**config.mk**
```make
export PLATFORM = sky130hd
export DESIGN_NAME = data_io
export DESIGN_NICKNAME = d
export VERILOG_FILES = /design/src/rtl/data_io_pkg.sv /design/src/rtl/data_io_gray_encode.sv /design/src/rtl/data_io.sv
export SDC_FILE = /design/constraint.sdc
export NUM_CORES = 1
export LEC_CHECK = 0
export CAP_MARGIN = 10
export CORE_ASPECT_RATIO = 0.75
export CORE_MARGIN = 1
export CORE_UTILIZATION = 30
export CTS_BUF_LIST = sky130_fd_sc_hd__clkbuf_16
export DETAILED_ROUTE_END_ITERATION = 8
export PLACE_DENSITY_LB_ADDON = 0.2
export SLEW_MARGIN = 0
export SYNTH_ARGS = -nofsm -noshare
export SYNTH_HDL_FRONTEND = slang
export SYNTH_SLANG_ARGS = --single-unit
```
**constraint.sdc**
```tcl
create_clock -name clk -period 1.8 [get_ports clk]
set_input_delay 0.54 -clock clk [delete_from_list [all_inputs] [get_ports clk]]
set_output_delay 0.54 -clock clk [all_outputs]
set_load 0.01 [all_outputs]
```
**src/rtl/data_io_pkg.sv**
```systemverilog
// Shared width default and Gray-code conversion helpers for the data_io Gray counter.
package data_io_pkg;

    localparam int DEFAULT_WIDTH = 8;

    typedef logic [DEFAULT_WIDTH-1:0] word_t;

    function automatic word_t bin2gray(input word_t b);
        return b ^ (b >> 1);
    endfunction

    // Each binary bit is the XOR of all Gray bits at or above its position.
    function automatic word_t gray2bin(input word_t g);
        word_t b;
        b[DEFAULT_WIDTH-1] = g[DEFAULT_WIDTH-1];
        for (int i = DEFAULT_WIDTH - 2; i >= 0; i--) begin
            b[i] = b[i+1] ^ g[i];
        end
        return b;
    endfunction

endpackage

```
**src/rtl/data_io_gray_encode.sv**
```systemverilog
// Purely combinational binary-to-Gray converter.
module gray_encode #(
    parameter int WIDTH = 8
) (
    input  logic [WIDTH-1:0] i_bin,
    output logic [WIDTH-1:0] o_gray
);
    assign o_gray = i_bin ^ (i_bin >> 1);
endmodule

```
**src/rtl/data_io.sv**
```systemverilog
// Free-running Gray-code counter: a binary counter whose next value is Gray-encoded
// and registered, so the output word changes by exactly one bit per enabled clock.
module data_io
    import data_io_pkg::*;
#(
    parameter int WIDTH = DEFAULT_WIDTH
) (
    output logic [WIDTH-1:0] valuegray,
    input  logic             clk,
    input  logic             reset,
    input  logic             enable
);
    logic [WIDTH-1:0] r_bin;
    logic [WIDTH-1:0] w_bin_nxt;
    logic [WIDTH-1:0] w_gray_nxt;

    assign w_bin_nxt = r_bin + WIDTH'(1);

    // Encoding the next count lets valuegray come straight from a flop, glitch-free.
    gray_encode #(.WIDTH(WIDTH)) u_gray_encode (
        .i_bin  (w_bin_nxt),
        .o_gray (w_gray_nxt)
    );

    always_ff @(posedge clk or negedge reset) begin
        if (!reset) begin
            r_bin     <= '0;
            valuegray <= '0;
        end else if (enable) begin
            r_bin     <= w_bin_nxt;
            valuegray <= w_gray_nxt;
        end
    end

    // Checked on the upcoming step rather than via $past, so a reset pulse between
    // edges cannot be mistaken for a multi-bit transition.
    a_single_bit_step : assert property (
        @(posedge clk) disable iff (!reset)
        enable |-> $onehot(valuegray ^ w_gray_nxt)
    );

endmodule

```
==> results.md <==
* Final-layout fill cell count at 280
* Clock latency on the worst-skew pair at 0.25 ns
* Slew Limit Headroom at 77.9%
* Reg clk slew, reported paths at 0.05 ns
* Post-cts resize count at 0
* Layout area overhead at 26.8%
* Buf+Inv Stages, Crit Path at 1
* Synth Area in Simple Gates at 13.5%
* Delay-heaviest family, CP: buffers and inverters
* Clock power frac at 21.4%
* Sequential share of the synthesized area at 44.6%
* Initial Utilization at 31.8%
* I/O pin cnt at 11
* Die area at 3020 um2
* Syn Std Cell Area at 841 um2
* Gr usage total at 11.6%
* WL final at 1520 um
* Tmin final at 1.73 ns
* First drt pass iteration count at 4
* Setup_tns at 0 ns
* Post-Synth XOR/XNOR Area at 18.3%
* Layout cells sized above 1 at 17.4%
* Clock Sinks at 15
* Syn nets at 81
* Post-synthesis cell type count at 22
* Final period utilization at 96.1%
* Cells after Synth at 77
* Largest family of logic cells by synthesized area: XOR/XNOR gates
* Hold WS at 0.503 ns
* Row count at 16
* Syn. warnings at 0
* Post-DP HPWL at 1100 um
* Sw Share at 34.2%
* Multi-input gate area at 413 um2
* Synth Area in Compound Gates at 10.4%
* Sw power at 699 uW
* CP Class: flip-flop to primary output
* CTS root buffer: clkbuf_16
* TritonCTS clock tree: yes
* Synth top area share at 44.6%
* Mux cell area share after synthesis at 5.36%
* Critical-path cell list: clkdlybuf4s50_1
* P_leak at 0.000423 uW
* Required time of the critical path at 1.26 ns
* Layout Skew at 0.00738 ns
* Wirelength per Cell at 11.9 um
* Depth of the CTS H-tree at 1
* Max Cap Violations at 0
* Die W at 63.1 um
* Largest net degree at the start of global routing at 16
* Top_reg_cell synth: dfrtp_1
* Peak VDD IR at 0.000686 V
* DRT iter0 DRCs at 20
* Nets@finish at 97
* Critical Path End Type: primary output
* Overflow left after global routing at 0
* F_max at 0.578 GHz
* Crit-path max cell delay at 0.55 ns
* First-pass GRT wire length at 2440 um
* Synth async-reset ratio at 100%
* Combinational group share of total power at 45.7%
* Antenna Nets Post-Route at 0
* Unrepaired setup endpoints after global routing: no
* Core area at 2640 um2
* Yosys reg bits at 15
* Crit path max fanout at 4
* Vias in the first global route at 498
* CP max stage cell: clkdlybuf4s50_1
* Sequential share of power at 32.9%
* Hold_buf cts at 0
* Total CTS buffers at 3
* Fin. max-slew vios at 0
* Crit path launch type: flip-flop
* I/O Buffers at 10
* Vias per cell at 4.46
* Ant diodes at 0
* Synth area leader: dfrtp_1
* Final Setup Violations at 0
* Adder-cell share of the synthesized area at 1.49%
* Synth Area per Inst at 10.9 um2
* Reg2Reg Setup Slack at 0.13 ns
* Hold WC Path Type: flip-flop to flip-flop
* Routability cong. at 0.747
* WP data arrival at 1.19 ns
* Placed insts at 124
* Internal at 1340 uW
* Register Area at 375 um2
* Setup bufs post-CTS at 0
* EDFF count, synth at 0
* Antenna violations before repair at 0
* # DRC at 0
* Worst-Margin Slew at 0.332 ns
* Max Buffers Root-to-Sink at 2
* Status: complete, no violations
* DR vias at 571
* Area contributors post-synth: dfrtp_1, xnor2_1, mux2_2, xor2_1, buf_4
* Fin cells at 128
* Final hold violation count at 0
* Power Dens Cells at 1920 nW/um2
* Die H at 47.9 um
## sequential cells by signal, summed over array words and instances (netlist names)
register and count:
valuegray 8, r_bin 7
## Yosys cell counts, types with 3 or more instances
cell,number
xor2_1,5
nand2_1,4
nand4_1,3
nor2_1,8
xnor2_1,10
dfrtp_1,15
mux2_2,4
buf_4,4
## routing by layer
layer	vias to the layer above	global-route usage (%)	part of all wire, %
li1	300	-	-
met1	261	16.8	58
met2	10	14.6	38
met3	0	5.00	3.9
met4	0	4.19	0
met5	-	0	0
## power groups by stage
| stage | clock network [uW] | logic, uW | registers, uW |
|---|---|---|---|
| floorplan | 0 | 717 | 636 |
| global placement | 0 | 940 | 674 |
| detailed placement | 0 | 937 | 676 |
| CTS | 448 | 945 | 674 |
| global route | 459 | 1030 | 706 |
| finish | 436 | 934 | 672 |
## stage by stage
stage | power (uW) | setup slack (ns) | util, % | area, um2
floorplan | 1350 | 0.0879 | - | 841
CTS | 2070 | 0.0598 | 40.3 | 1070
finish | 2040 | 0.0701 | 40.3 | 1070
detailed placement | 1610 | 0.103 | 37.3 | 986
global route | 2200 | 0.0153 | 40.3 | 1070
global placement | 1610 | 0.0999 | 37.3 | 986
## placed cells by master (no fill, tap or decap)
cell              n
a211o_1           2
a21boi_0          1
nor2_1            8
xor2_1            5
dfrtp_1          15
clkbuf_16         3
o21ai_0           2
buf_4             7
clkdlybuf4s50_1  10
ha_1              1
o21a_1            2
nand2_1           4
nand4_1           3
clkinv_2          1
a21oi_1           2
nor3_1            2
xnor3_1           1
xnor2_1          10
o211ai_1          2
mux2_2            4
a31oi_1           2
nand3_1           2
or3_1             2
nand3_4           1
## final timing paths
| check | start | to | cells past startpoint |
|---|---|---|---|
| max | valuegray[7] | valuegray[7] | 1 |
| min | valuegray[1] | valuegray[1] | 1 |
| max reg2reg | r_bin[1] | valuegray[6] | 5 |
| min reg2reg | valuegray[1] | valuegray[1] | 1 |
| max in group asynchronous | reset | valuegray[3] | 2 |
| min in group asynchronous | reset | r_bin[1] | 2 |
## cell families after synthesis
group,count (synthesis)
flip-flops,15
buffers and inverters,6
adder cells (fa/ha/maj),1
XOR/XNOR,16
multiplexers,4
AO/OA/AOI/OAI,13
AND/OR/NAND/NOR,22
## layout make-up
type | count | area share (%)
multi-input combinational | 56 | 38.7
timing repair buffer | 17 | 14.3
tap | 36 | 4.23
clock inverter | 1 | 0.469
sequential | 15 | 35.2
clock buffer | 3 | 7.04
No activity file was read; power rests on OpenSTA's default activity.
